===== src/rtl/addsub_seq_pkg.sv =====
// Shared definitions for the chunked adder/subtractor: FSM encoding and
// elaboration-time sizing helpers.
package addsub_seq_pkg;

  typedef enum logic {
    IDLE = 1'b0,
    RUN  = 1'b1
  } state_t;

  function automatic int nchunk(input int width, input int chunk);
    return width / chunk;
  endfunction

  // A single-chunk build still needs a 1-bit index register.
  function automatic int cnt_width(input int n);
    return (n <= 1) ? 1 : $clog2(n);
  endfunction

endpackage


===== src/rtl/addsub_seq_fa_chunk.sv =====
// Combinational CHUNK-bit ripple-carry adder built from 1-bit full adders.
// Also exposes the carry into the chunk MSB for signed-overflow detection.
module fa_chunk #(
  parameter int CHUNK = 4
) (
  input  logic [CHUNK-1:0] a,
  input  logic [CHUNK-1:0] b,
  input  logic             cin,
  output logic [CHUNK-1:0] sum,
  output logic             cout,
  output logic             cmsb
);

  logic c;

  always_comb begin
    c    = cin;
    sum  = '0;
    cmsb = cin;
    for (int unsigned k = 0; k < CHUNK; k++) begin
      if (k == 32'(CHUNK - 1)) cmsb = c;
      sum[k] = a[k] ^ b[k] ^ c;
      c      = (a[k] & b[k]) | (c & (a[k] ^ b[k]));
    end
    cout = c;
  end

endmodule


===== src/rtl/addsub_seq.sv =====
// Multi-cycle WIDTH-bit adder/subtractor processing CHUNK bits per clock
// with a start/done handshake; results appear only on the done edge.
module addsub_seq
  import addsub_seq_pkg::*;
#(
  parameter int WIDTH = 16,
  parameter int CHUNK = 4
) (
  input  logic             clk,
  input  logic             rst,
  input  logic             start,
  input  logic [WIDTH-1:0] A,
  input  logic [WIDTH-1:0] B,
  input  logic             Cin,
  input  logic             Sub,
  output logic             busy,
  output logic             done,
  output logic [WIDTH-1:0] Sum,
  output logic             Cout,
  output logic             Ovf
);

  localparam int NCHUNK = nchunk(WIDTH, CHUNK);
  localparam int CW     = cnt_width(NCHUNK);

  state_t state, state_nxt;

  logic [WIDTH-1:0] a_r, b_r, work, work_nxt;
  logic             c_r;
  logic [CW-1:0]    idx;
  logic             ld, step, fin, last;

  int unsigned      base;
  logic [CHUNK-1:0] a_slice, b_slice, c_sum;
  logic             c_out, c_msb;

  assign last = (idx == CW'(NCHUNK - 1));
  assign busy = (state == RUN);

  always_ff @(posedge clk) begin
    if (rst) state <= IDLE;
    else     state <= state_nxt;
  end

  always_comb begin
    state_nxt = state;
    ld        = 1'b0;
    step      = 1'b0;
    fin       = 1'b0;
    case (state)
      IDLE: begin
        if (start) begin
          ld        = 1'b1;
          state_nxt = RUN;
        end
      end
      RUN: begin
        step = 1'b1;
        if (last) begin
          fin       = 1'b1;
          state_nxt = IDLE;
        end
      end
      default: state_nxt = IDLE;
    endcase
  end

  // Slices are selected by shifting so the index arithmetic stays 32-bit;
  // the working register is cleared on accept, so OR-ing in each chunk suffices.
  always_comb begin
    base     = CHUNK * 32'(idx);
    a_slice  = CHUNK'(a_r >> base);
    b_slice  = CHUNK'(b_r >> base);
    work_nxt = work | (WIDTH'(c_sum) << base);
  end

  fa_chunk #(.CHUNK(CHUNK)) u_fa_chunk (
    .a    (a_slice),
    .b    (b_slice),
    .cin  (c_r),
    .sum  (c_sum),
    .cout (c_out),
    .cmsb (c_msb)
  );

  always_ff @(posedge clk) begin
    if (rst) begin
      a_r  <= '0;
      b_r  <= '0;
      c_r  <= 1'b0;
      idx  <= '0;
      work <= '0;
      done <= 1'b0;
      Sum  <= '0;
      Cout <= 1'b0;
      Ovf  <= 1'b0;
    end else begin
      done <= fin;
      if (ld) begin
        a_r  <= A;
        b_r  <= B ^ {WIDTH{Sub}};
        c_r  <= Cin ^ Sub;
        idx  <= '0;
        work <= '0;
      end else if (step) begin
        work <= work_nxt;
        c_r  <= c_out;
        idx  <= idx + 1'b1;
      end
      if (fin) begin
        Sum  <= work_nxt;
        Cout <= c_out;
        Ovf  <= c_msb ^ c_out;
      end
    end
  end

endmodule


===== config.mk =====
export PLATFORM = sky130hd
export DESIGN_NAME = addsub_seq
export DESIGN_NICKNAME = d
export VERILOG_FILES = /design/src/rtl/addsub_seq_pkg.sv /design/src/rtl/addsub_seq_fa_chunk.sv /design/src/rtl/addsub_seq.sv
export SDC_FILE = /design/constraint.sdc
export NUM_CORES = 1
export LEC_CHECK = 0
export ABC_AREA = 1
export BUFFER_PORTS_ARGS = -buffer_cell sky130_fd_sc_hd__clkbuf_2
export CAP_MARGIN = 20
export CORE_ASPECT_RATIO = 1.5
export CORE_UTILIZATION = 55
export DETAILED_ROUTE_END_ITERATION = 10
export PLACE_DENSITY = 0.86
export SLEW_MARGIN = 25
export SYNTH_ARGS = -nofsm -noshare
export SYNTH_HDL_FRONTEND = slang
export SYNTH_SLANG_ARGS = --single-unit

===== constraint.sdc =====
create_clock -name clk -period 3.4 [get_ports clk]
set_input_delay 0.51 -clock clk [delete_from_list [all_inputs] [get_ports clk]]
set_output_delay 0.51 -clock clk [all_outputs]
set_load 0.02 [all_outputs]

Word-level counts from Yosys, hierarchy flattened

Cells that the tools add are included.
W data, S select, Z words.

Reduce and logical (&&, ||, !) cells: 2
Bitwise operators: 25
Equality and inequality tests: 1
Add/subtract/negate cells: 1
Multiplexer cells: 9
Shifts and indexed selects: 3

Operator list:

| kind                  | number |
|---|---|
| $shr A16 B4 Y4        | 2 |
| $or A16 B16 Y16       | 1 |
| $shl A4 B4 Y16        | 1 |
| $xor A16 B16 Y16      | 1 |
| $xor A1 B1 Y1         | 10 |
| $and A1 B1 Y1         | 8 |
| $mux W1               | 8 |
| $or A1 B1 Y1          | 4 |
| $add A2 B1 Y2 const B | 1 |
| $eq A2 B2 Y1 const B  | 1 |
| $pmux W1 S2           | 1 |
| $reduce_bool A2 Y1    | 1 |
| $reduce_or A2 Y1      | 1 |
| $not A1 Y1            | 1 |

Bits in registers: 71
Word-level logic and storage cells: 51
Output and inout bits: 20
Input bits: 37

Longest topological paths before layout

Gate-level depths: netlist (run 1).

Depth in word-level cells: 12
Mapped depth: 16
Depth with buffers taken out: 15

By module

From an unflattened synthesis (run 1), not the netlist that was laid out.

Cell total of the unflattened synthesis: 404
Area, all modules: 3,111.7 um^2

By module, submodules not included:

| module     | sequential area each (um^2) | cells each | times used | area an instance (um^2) |
|---|---|---|---|---|
| addsub_seq | 1,421.4                     | 392        | 1          | 3,001.6 |
| fa_chunk   | 0.0                         | 12         | 1          | 110.1 |

Worst setup path before layout (run 1)

OpenSTA, ideal clock, no wires.

Kind: register to register
From: register idx[0]
To: register Sum[7]
Setup time: 0.119 ns
Path slack: 0.570 ns
Arrival: 2.711 ns
Path buffers: 1
Stages on the path, launching flop included: 16
Required time: 3.281 ns
Period minus slack after synthesis: 2.830 ns
Path through: dfxtp_1 > clkbuf_1 > nand2_1 > nand3_1 > nand2_1 > fa_1 > inv_1 > fa_1 > inv_1 > fa_1 > inv_1 > fa_1 > nand2_1 > nor2_1 > o21ai_0 > nand2_1

Word-level cells in the longest chain between the ends: 11
Elaborated cells between the ends (all ways): 21
Classes of those cells: eq/ne: 1; shift: 3; mux: 2; bitwise: 15

Ends and longest elaborated chain:

| what                                     | RTL line                           | text |
|---|---|---|
| from (decl)                              | addsub_seq.sv:30                   | `logic [CW-1:0] idx;` |
| from (signal assigned)                   | addsub_seq.sv:108                  | `idx <= idx + 1'b1;` |
| $shr A16 B4 Y4, on equally long branches | addsub_seq.sv:72, addsub_seq.sv:73 |  |
| $xor A1 B1 Y1                            | addsub_seq_fa_chunk.sv:23          | `c = (a[k] & b[k]) \| (c & (a[k] ^ b[k]));` |
| $and A1 B1 Y1                            | addsub_seq_fa_chunk.sv:23          |  |
| $or A1 B1 Y1                             | addsub_seq_fa_chunk.sv:23          |  |
| $and A1 B1 Y1                            | addsub_seq_fa_chunk.sv:23          |  |
| $or A1 B1 Y1                             | addsub_seq_fa_chunk.sv:23          |  |
| $and A1 B1 Y1                            | addsub_seq_fa_chunk.sv:23          |  |
| $or A1 B1 Y1                             | addsub_seq_fa_chunk.sv:23          |  |
| $xor A1 B1 Y1                            | addsub_seq_fa_chunk.sv:22          | `sum[k] = a[k] ^ b[k] ^ c;` |
| $shl A4 B4 Y16                           | addsub_seq.sv:74                   | `work_nxt = work \| (WIDTH'(c_sum) << base);` |
| $or A16 B16 Y16                          | addsub_seq.sv:74                   |  |
| to (signal assigned)                     | addsub_seq.sv:111                  | `Sum <= work_nxt;` |
| to (decl)                                | addsub_seq.sv:18                   | `output logic [WIDTH-1:0] Sum,` |

Parallel ways exist; a longest one is shown, timed or not.
A chain may end at the register's enable or synchronous reset.

Worst setup path after layout (run 1)

From: register idx[0]
To: register Sum[11]

The elaborated chain is that of the path after synthesis.

==> impl_metrics.prom, run 1 <==
# TYPE chip_impl_metric gauge
chip_impl_info{name="run_status",value="finished, final reports clean"} 1
chip_impl_metric{name="min_path_cells",unit=""} 3
chip_impl_metric{name="insertion_delay",unit="ps"} 350
chip_impl_metric{name="ant_nets",unit=""} 0
chip_impl_metric{name="initial_utilization",unit=""} 0.573
chip_impl_metric{name="combPwrFrac",unit=""} 0.136
chip_impl_metric{name="post_cts.repair.setup_buffers",unit=""} 0
chip_impl_info{name="cts.root.buffer_cell",value="clkbuf_8"} 1
chip_impl_metric{name="grtUsageTotal",unit=""} 0.239
chip_impl_metric{name="dp_wirelength",unit="microns"} 4750
chip_impl_metric{name="first_pass_grt_wire_length",unit="microns"} 10900
chip_impl_metric{name="die_h",unit="microns"} 94.3
chip_impl_metric{name="pre_cts_ws",unit="ps"} 515
chip_impl_metric{name="timing_hold_violations_final",unit=""} 0
chip_impl_metric{name="worst_ep_arrival_time",unit="ps"} 3160
chip_impl_info{name="min-delay-start",value="A[11]"} 1
chip_impl_metric{name="ios",unit=""} 57
chip_impl_metric{name="floorplan.die.width",unit="microns"} 63.5
chip_impl_metric{name="cp.required",unit="ps"} 3650
chip_impl_metric{name="power.net_switching",unit="W"} 0.000469
chip_impl_metric{name="power_density",unit="nW/um^2"} 487
chip_impl_metric{name="detail_route.drc_violations",unit=""} 0
chip_impl_metric{name="period_minus_slack",unit="ps"} 2920
chip_impl_info{name="ys_dominant_reg_cell",value="dfxtp_1"} 1
chip_impl_metric{name="gp_congestion",unit=""} 0.788
chip_impl_metric{name="dr_total_vias",unit=""} 2762
chip_impl_metric{name="final_critical_path_setup_slack",unit="ps"} 485
chip_impl_metric{name="drv_slew",unit=""} 0
chip_impl_info{name="worst_hold_path_type",value="primary input to flop"} 1
chip_impl_info{name="reg2reg_start",value="idx[0]$_SDFFE_PP0P_"} 1
chip_impl_metric{name="grt-ovfl-total",unit=""} 0
chip_impl_metric{name="reg2reg_depth",unit=""} 15
chip_impl_metric{name="power.leakage",unit="nW"} 1.58
chip_impl_metric{name="skew",unit="ps"} 14.5
chip_impl_metric{name="final_core_utilization",unit=""} 0.645
chip_impl_metric{name="critPathMaxFanout",unit=""} 23
chip_impl_metric{name="numnets_final",unit=""} 500
chip_impl_metric{name="via_count_of_the_first_global_routing_pass",unit=""} 2622
chip_impl_metric{name="clkSlewWorstSetupHoldPaths",unit="ps"} 70
chip_impl_metric{name="slew_headroom",unit=""} 0.420
chip_impl_metric{name="num_antenna_cells",unit=""} 0
chip_impl_metric{name="design.core.area",unit="sq um"} 5450
chip_impl_metric{name="power.switching_fraction",unit=""} 0.274
chip_impl_metric{name="stdcell_count",unit=""} 533
chip_impl_info{name="crit_path_capture_type",value="flop"} 1
chip_impl_metric{name="final_min_period_over_clock_period",unit=""} 0.857
chip_impl_metric{name="cts.repair.resized",unit=""} 0
chip_impl_metric{name="power.ir.vdd_worst",unit="V"} 0.000301
chip_impl_metric{name="die_outline_area",unit="sq um"} 5990
chip_impl_metric{name="cts.sinks",unit=""} 71
chip_impl_metric{name="max_cap_viol_count",unit=""} 0
chip_impl_metric{name="antenna_violations_before_repair",unit=""} 0
chip_impl_metric{name="rows",unit=""} 33
chip_impl_metric{name="final.setup.tns",unit="ps"} 0
chip_impl_metric{name="total_power",unit="W"} 0.00171
chip_impl_metric{name="power_frac_clock",unit=""} 0.340
chip_impl_metric{name="synth_area",unit="sq um"} 3120
chip_impl_metric{name="placedCellCount",unit=""} 517
chip_impl_metric{name="postCtsHoldBufs",unit=""} 0
chip_impl_metric{name="ys_async_sr_fraction",unit=""} 0
chip_impl_metric{name="seq_power_share",unit=""} 0.524
chip_impl_metric{name="post_drt_via_cell_ratio",unit=""} 5.18
chip_impl_metric{name="drt_wl_total",unit="microns"} 6500
chip_impl_metric{name="detail_route.first_pass.iterations",unit=""} 4
chip_impl_metric{name="mean_instance_size_in_the_synthesized_netlist",unit="sq um"} 7.60
chip_impl_info{name="crit_type",value="flop to flop"} 1
chip_impl_metric{name="drt-wirelength-per-cell",unit="microns"} 12.2
chip_impl_metric{name="htreeDepth",unit=""} 3
chip_impl_metric{name="synth.yosys.seq_area_share",unit=""} 0.455
chip_impl_metric{name="max_freq",unit="MHz"} 343
chip_impl_metric{name="post_synth_edffs",unit=""} 0
chip_impl_metric{name="iteration_0_drc_count_of_the_detailed_router",unit=""} 140
chip_impl_metric{name="synth_warnings",unit=""} 0
chip_impl_info{name="crit_path_start",value="idx[0]$_SDFFE_PP0P_"} 1
chip_impl_metric{name="io_buffers",unit=""} 56
chip_impl_metric{name="synthesis.nets",unit=""} 453
chip_impl_metric{name="setup_failing_eps_final",unit=""} 0
chip_impl_metric{name="clockBufferDepth",unit=""} 2
chip_impl_metric{name="final.fill_count",unit=""} 525
chip_impl_metric{name="worst_pin_slew",unit="ps"} 868
chip_impl_metric{name="synth.distinct_cells",unit=""} 27
chip_impl_info{name="setup_repair_after_global_routing_missed_its_margin",value="false"} 1
chip_impl_metric{name="power_report.internal_total",unit="W"} 0.00124
chip_impl_metric{name="maximum_number_of_pins_on_one_net_before_global_route_repair",unit=""} 50
chip_impl_metric{name="numCtsBuffers",unit=""} 9
chip_impl_metric{name="synth_seq_cells",unit=""} 71
chip_impl_metric{name="layout-area-overhead-vs-synth",unit="%"} 12.6
chip_impl_info{name="tritoncts",value="done"} 1
chip_impl_metric{name="layout_cells_sized_above_1",unit=""} 0.179
chip_impl_info{name="crit_path_start_kind",value="flop"} 1
chip_impl_metric{name="synthesized_instance_count",unit=""} 411
-- per-layer routing --
| layer | vias up | GRT usage | share of wire |
|---|---|---|---|
| met5 | - | 0 | 0 |
| met4 | 0 | 0.193 | 0.047 |
| met3 | 27 | 0.0595 | 0.041 |
| met2 | 81 | 0.426 | 0.53 |
| met1 | 1256 | 0.230 | 0.38 |
| li1 | 1398 | - | - |
-- sequential cells by signal (all words and copies together) (netlist names) --
name  count
busy      1
Ovf       1
Sum      16
work     16
done      1
b_r      16
Cout      1
idx       2
a_r      16
c_r       1
-- cell type report --
cell class / instances / area, sq um / share of cell area
multi-input combinational: 285 / 1420 / 0.403
clock inverter: 3 / 18.8 / 0.00534
inverter: 33 / 126 / 0.0359
timing repair buffer: 58 / 295 / 0.0840
sequential: 71 / 1420 / 0.404
tap: 70 / 87.6 / 0.0249
clock buffer: 13 / 149 / 0.0423
-- through the flow --
stage          instance area [sq um]  hold WS, ps
2_1_floorplan                   3120          432
3_3_place_gp                    3350          437
3_5_place_dp                    3350          440
4_1_cts                         3520          410
5_1_grt                         3520          429
6_report                        3520          410
-- worst paths after layout --
| check | to | slack [ps] |
|---|---|---|
| worst min register to register | Sum[6]$_SDFFE_PP0P_ | 450 |
| worst max-delay path | Sum[11]$_SDFFE_PP0P_ | 480 |
| worst max register to register | Sum[11]$_SDFFE_PP0P_ | 480 |
| worst min-delay path | a_r[11]$_SDFFE_PP0P_ | 410 |
-- logic make-up (layout without fill, tap and decap cells) --
| logic type | count (synthesis) | in the layout | share of synthesized area |
|---|---|---|---|
| XOR/XNOR | 17 | 17 | 0.0477 |
| buffers and inverters | 55 | 107 | 0.0906 |
| flip-flops | 71 | 71 | 0.455 |
| adder cells (fa/ha/maj) | 5 | 5 | 0.0297 |
| AND/OR/NAND/NOR | 170 | 170 | 0.223 |
| AO/OA/AOI/OAI | 93 | 93 | 0.154 |
-- cells in the final DEF, fill, tap and decap left out, types with 2 or more instances in the layout --
cell / netlist / layout
a21oi_1: 24 / 24
and2_1: 4 / 4
buf_4: 7 / 2
clkbuf_1: 2 / 3
clkbuf_2: 1 / 56
clkbuf_8: 0 / 10
clkinv_2: 0 / 2
dfxtp_1: 71 / 71
fa_1: 4 / 4
inv_1: 26 / 26
inv_2: 6 / 6
nand2_1: 85 / 85
nand3_1: 9 / 9
nor2_1: 65 / 65
nor2_4: 3 / 3
o21ai_0: 58 / 58
o21ai_1: 3 / 3
o21bai_1: 4 / 4
o22ai_1: 4 / 4
xnor2_1: 16 / 16
-- cell usage after synthesis, types with 2 or more instances --
| cell type | number | area share |
|---|---|---|
| nand2_1 | 85 | 0.10 |
| a21oi_1 | 24 | 0.038 |
| inv_1 | 26 | 0.031 |
| buf_4 | 7 | 0.017 |
| buf_2 | 7 | 0.011 |
| o21bai_1 | 4 | 0.0096 |
| nand3_1 | 9 | 0.014 |
| o22ai_1 | 4 | 0.0080 |
| fa_1 | 4 | 0.026 |
| o21ai_0 | 58 | 0.093 |
| nor2_4 | 3 | 0.011 |
| and2_1 | 4 | 0.0080 |
| inv_2 | 6 | 0.0072 |
| xnor2_1 | 16 | 0.045 |
| o21ai_1 | 3 | 0.0048 |
| dfxtp_1 | 71 | 0.46 |
| clkbuf_1 | 2 | 0.0024 |
| buf_6 | 5 | 0.018 |
| nor2_1 | 65 | 0.078 |
-- worst max-delay path, cell delays in order, from the launching register on --
cell and delay [ps]:
dfxtp_1 360, buf_4 250, nand2_1 90, nand3_1 90
nand2_1 80, fa_1 380, inv_1 80, fa_1 170
inv_1 50, fa_1 400, inv_1 90, fa_1 450
nand2_1 110, o21ai_0 100, nand2_1 80, nand2_1 40
-- power groups by stage --
stage	clock network, W	logic, W	registers, W
floorplan	0	0.000183	0.000903
global placement	0	0.000224	0.000915
detailed placement	0	0.000232	0.000915
CTS	0.000583	0.000234	0.000897
global route	0.000624	0.000267	0.000901
finish	0.000582	0.000233	0.000898
Note: power is estimated with default switching activity, not from simulation.
==> inputs of run 2 (changes only) <==
--- a/config.mk
+++ b/config.mk
@@ -5,13 +5,12 @@
 export SDC_FILE = /design/constraint.sdc
 export NUM_CORES = 1
 export LEC_CHECK = 0
-export ABC_AREA = 1
 export BUFFER_PORTS_ARGS = -buffer_cell sky130_fd_sc_hd__clkbuf_2
 export CAP_MARGIN = 20
 export CORE_ASPECT_RATIO = 1.5
-export CORE_UTILIZATION = 55
+export CORE_UTILIZATION = 59
 export DETAILED_ROUTE_END_ITERATION = 10
-export PLACE_DENSITY = 0.86
+export PLACE_DENSITY = 0.91
 export SLEW_MARGIN = 25
 export SYNTH_ARGS = -nofsm -noshare
 export SYNTH_HDL_FRONTEND = slang
==> constraint.sdc (replaced) <==
create_clock -name clk -period 3.7 [get_ports clk]
set_input_delay 0.555 -clock clk [delete_from_list [all_inputs] [get_ports clk]]
set_output_delay 0.555 -clock clk [all_outputs]
set_load 0.02 [all_outputs]
==> run 2 against run 1 <==
Non-clock buffer count increased by 1. Via count decreased by 12%. Setup slack got worse by 23 ps. Sequential share of layout area increased by 0.33 points. Global-route usage increased by 2.6 points. Hold slack improved by 12 ps. Flip-flop and latch count unchanged. Power decreased by 1.8%. Clock-buffer cell count decreased by 4. Combinational power decreased by 13%. Critical endpoint is now Sum[7]$_SDFFE_PP0P_. Largest power group unchanged. Highest routed layer unchanged.
==> impl_metrics.prom, run 2 <==
# TYPE chip_impl_metric gauge
chip_impl_info{name="ys_dominant_reg_cell",value="dfxtp_1"} 1
chip_impl_metric{name="ant_nets",unit=""} 0
chip_impl_metric{name="final_min_period_over_clock_period",unit=""} 0.875
chip_impl_info{name="crit_path_start_kind",value="flop"} 1
chip_impl_metric{name="ios",unit=""} 57
chip_impl_info{name="setup_repair_after_global_routing_missed_its_margin",value="false"} 1
chip_impl_metric{name="synth.distinct_cells",unit=""} 29
chip_impl_metric{name="mean_instance_size_in_the_synthesized_netlist",unit="sq um"} 9.41
chip_impl_metric{name="layout_cells_sized_above_1",unit=""} 0.262
chip_impl_metric{name="cts.sinks",unit=""} 71
chip_impl_info{name="cts.root.buffer_cell",value="clkbuf_8"} 1
chip_impl_metric{name="pre_cts_ws",unit="ps"} 504
chip_impl_metric{name="iteration_0_drc_count_of_the_detailed_router",unit=""} 93
chip_impl_metric{name="die_h",unit="microns"} 90.7
chip_impl_metric{name="power.ir.vdd_worst",unit="V"} 0.000328
chip_impl_metric{name="dr_total_vias",unit=""} 2444
chip_impl_metric{name="power.leakage",unit="nW"} 1.36
chip_impl_metric{name="layout-area-overhead-vs-synth",unit="%"} 12.7
chip_impl_metric{name="clkSlewWorstSetupHoldPaths",unit="ps"} 70
chip_impl_metric{name="worst_pin_slew",unit="ps"} 961
chip_impl_metric{name="synthesis.nets",unit=""} 371
chip_impl_metric{name="cp.required",unit="ps"} 3900
chip_impl_metric{name="gp_congestion",unit=""} 0.850
chip_impl_info{name="top_signal_layer_used",value="met4"} 1
chip_impl_info{name="commonest_cells_after_routing_fill_and_taps_aside",value="71 x dfxtp_1, 55 x clkbuf_2, 42 x nor2_1"} 1
chip_impl_metric{name="power_report.internal_total",unit="W"} 0.00125
chip_impl_metric{name="grtUsageTotal",unit=""} 0.265
chip_impl_metric{name="power.switching_fraction",unit=""} 0.254
chip_impl_info{name="crit_type",value="flop to flop"} 1
chip_impl_metric{name="maximum_number_of_pins_on_one_net_before_global_route_repair",unit=""} 55
chip_impl_metric{name="synthesized_instance_count",unit=""} 329
chip_impl_metric{name="post_synth_edffs",unit=""} 0
chip_impl_metric{name="numCtsBuffers",unit=""} 9
chip_impl_info{name="synthMostInstantiatedCell",value="dfxtp_1"} 1
chip_impl_metric{name="slew_headroom",unit=""} 0.360
chip_impl_metric{name="dp_wirelength",unit="microns"} 4480
chip_impl_metric{name="critPathMaxFanout",unit=""} 8
chip_impl_info{name="critical_path.cell_chain",value="mux4_2 -> inv_1 -> fa_1 -> inv_1 -> fa_1 -> inv_1 -> fa_1 -> inv_1 -> fa_1 -> a211oi_1 -> nor3_1"} 1
chip_impl_metric{name="final.fill_count",unit=""} 376
chip_impl_metric{name="combPwrFrac",unit=""} 0.120
chip_impl_info{name="run_status",value="finished, final reports clean"} 1
chip_impl_metric{name="placedCellCount",unit=""} 424
chip_impl_metric{name="power.net_switching",unit="W"} 0.000428
chip_impl_metric{name="drv_slew",unit=""} 0
chip_impl_metric{name="setup_failing_eps_final",unit=""} 0
chip_impl_metric{name="via_count_of_the_first_global_routing_pass",unit=""} 2383
chip_impl_metric{name="clockBufferDepth",unit=""} 2
chip_impl_metric{name="timing_hold_violations_final",unit=""} 0
chip_impl_metric{name="design.core.area",unit="sq um"} 4930
chip_impl_metric{name="detail_route.first_pass.iterations",unit=""} 4
chip_impl_metric{name="power_density",unit="nW/um^2"} 482
chip_impl_metric{name="ys_async_sr_fraction",unit=""} 0
chip_impl_metric{name="insertion_delay",unit="ps"} 350
chip_impl_metric{name="synth_warnings",unit=""} 0
chip_impl_metric{name="initial_utilization",unit=""} 0.628
chip_impl_info{name="ys_top_cells_by_area",value="dfxtp_1 46%, a211oi_1 6.8%, mux4_2 5.8%"} 1
chip_impl_metric{name="cts.repair.resized",unit=""} 0
chip_impl_metric{name="detail_route.drc_violations",unit=""} 0
chip_impl_metric{name="io_buffers",unit=""} 56
chip_impl_metric{name="die_outline_area",unit="sq um"} 5550
chip_impl_info{name="tritoncts",value="done"} 1
chip_impl_metric{name="final_critical_path_setup_slack",unit="ps"} 462
chip_impl_metric{name="num_antenna_cells",unit=""} 0
chip_impl_info{name="critPathSlowestCell",value="mux4_2"} 1
chip_impl_info{name="worst_hold_path_type",value="primary input to flop"} 1
chip_impl_metric{name="synth_area",unit="sq um"} 3100
chip_impl_metric{name="synth.yosys.seq_area_share",unit=""} 0.459
chip_impl_metric{name="rows",unit=""} 31
chip_impl_info{name="critical-path-top-delay-family",value="adder cells"} 1
chip_impl_metric{name="detail_route.wirelength.met1",unit="microns"} 2390
chip_impl_metric{name="skew",unit="ps"} 6.54
chip_impl_metric{name="post_cts.repair.setup_buffers",unit=""} 0
chip_impl_metric{name="stdcell_count",unit=""} 440
chip_impl_metric{name="worst_ep_arrival_time",unit="ps"} 3440
chip_impl_metric{name="dr_wl_met3",unit="microns"} 276
chip_impl_metric{name="postCtsHoldBufs",unit=""} 0
chip_impl_info{name="crit_path_capture_type",value="flop"} 1
chip_impl_metric{name="worst-path-buf-inv",unit=""} 4
chip_impl_metric{name="max_cap_viol_count",unit=""} 0
chip_impl_metric{name="first_pass_grt_wire_length",unit="microns"} 10700
chip_impl_info{name="layout.cells.most_common",value="dfxtp_1"} 1
chip_impl_metric{name="met2_length",unit="microns"} 3410
chip_impl_metric{name="post_drt_via_cell_ratio",unit=""} 5.55
chip_impl_metric{name="seq_power_share",unit=""} 0.489
chip_impl_metric{name="period_minus_slack",unit="ps"} 3240
chip_impl_metric{name="grt-ovfl-total",unit=""} 0
chip_impl_metric{name="max_freq",unit="MHz"} 309
chip_impl_metric{name="critical_path.max_stage_delay",unit="ps"} 570
chip_impl_metric{name="htreeDepth",unit=""} 3
chip_impl_metric{name="total_power",unit="W"} 0.00168
chip_impl_metric{name="power_frac_clock",unit=""} 0.391
chip_impl_metric{name="final.setup.tns",unit="ps"} 0
chip_impl_info{name="synth.cells.most_frequent",value="71 x dfxtp_1, 42 x nor2_1, 37 x nand2_1"} 1
chip_impl_metric{name="drt_wl_total",unit="microns"} 6460
chip_impl_metric{name="synth_seq_cells",unit=""} 71
chip_impl_metric{name="synth.top_cell.area_share",unit=""} 0.459
chip_impl_metric{name="drt-wirelength-per-cell",unit="microns"} 14.7
chip_impl_metric{name="floorplan.die.width",unit="microns"} 61.1
chip_impl_info{name="yosysTopAreaCell",value="dfxtp_1"} 1
chip_impl_metric{name="antenna_violations_before_repair",unit=""} 0
chip_impl_metric{name="numnets_final",unit=""} 411
==> run 2: routing by layer <==
metal,global-route usage,vias up
met5,0,-
met4,0.189,0
met3,0.0630,31
met2,0.435,88
met1,0.283,1122
li1,-,1203
==> run 2: worst reg2reg max path, delay by kind of cell, from the launching register on <==
family                     cells  cell delay (ps)
AOI/OAI and AO/OA              1              320
adders and majority gates      4             1330
buffers and inverters          4              300
DFF                            1              480
muxes                          1              570
and+or+nand+nor                1               90
==> run 2: worst paths after layout <==
check                                     startpoint              endpoint  slack (ps)  cells past startpoint
worst max-delay path             idx[0]$_SDFFE_PP0P_   Sum[7]$_SDFFE_PP0P_         460                     11
worst min-delay path                            A[6]   a_r[6]$_SDFFE_PP0P_         420                      3
worst max register to register   idx[0]$_SDFFE_PP0P_   Sum[7]$_SDFFE_PP0P_         460                     11
worst min register to register  a_r[14]$_SDFFE_PP0P_  a_r[14]$_SDFFE_PP0P_         460                      2
==> run 2: area by class of cell <==
| cell class | count | area [sq um] | area share |
|---|---|---|---|
| Inverter | 10 | 37.5 | 0.0108 |
| Clock buffer | 9 | 124 | 0.0355 |
| Multi-Input combinational cell | 218 | 1430 | 0.410 |
| Timing Repair Buffer | 59 | 303 | 0.0868 |
| Tap cell | 66 | 82.6 | 0.0237 |
| Sequential cell | 71 | 1420 | 0.408 |
| Clock inverter | 7 | 87.6 | 0.0251 |
==> run 2: logic make-up (layout without fill, tap and decap cells) <==
group,after synthesis,in the layout,synth area share
AND/OR/NAND/NOR,116,116,0.171
XOR/XNOR,19,19,0.0538
flip-flops,71,71,0.459
adder cells (fa/ha/maj),5,5,0.0299
buffers and inverters,40,85,0.0784
AO/OA/AOI/OAI,69,69,0.146
multiplexers,9,9,0.0614
==> run 2: per-stage QoR <==
stage                     utilization  cell area [sq um]  hold WS [ps]
final                           0.708               3490           421
after global routing            0.708               3490           427
after CTS                       0.708               3490           417
after detailed placement        0.665               3280           448
after global placement          0.665               3280           441
after floorplan                     -               3100           433
==> run 2: power by group through the flow <==
stage | logic (W) | clock network (W) | registers (W)
6_report | 0.000202 | 0.000657 | 0.000823
5_1_grt | 0.000223 | 0.000701 | 0.000827
4_1_cts | 0.000202 | 0.000663 | 0.000822
3_5_place_dp | 0.000199 | 0 | 0.000840
3_3_place_gp | 0.000190 | 0 | 0.000837
2_1_floorplan | 0.000168 | 0 | 0.000826
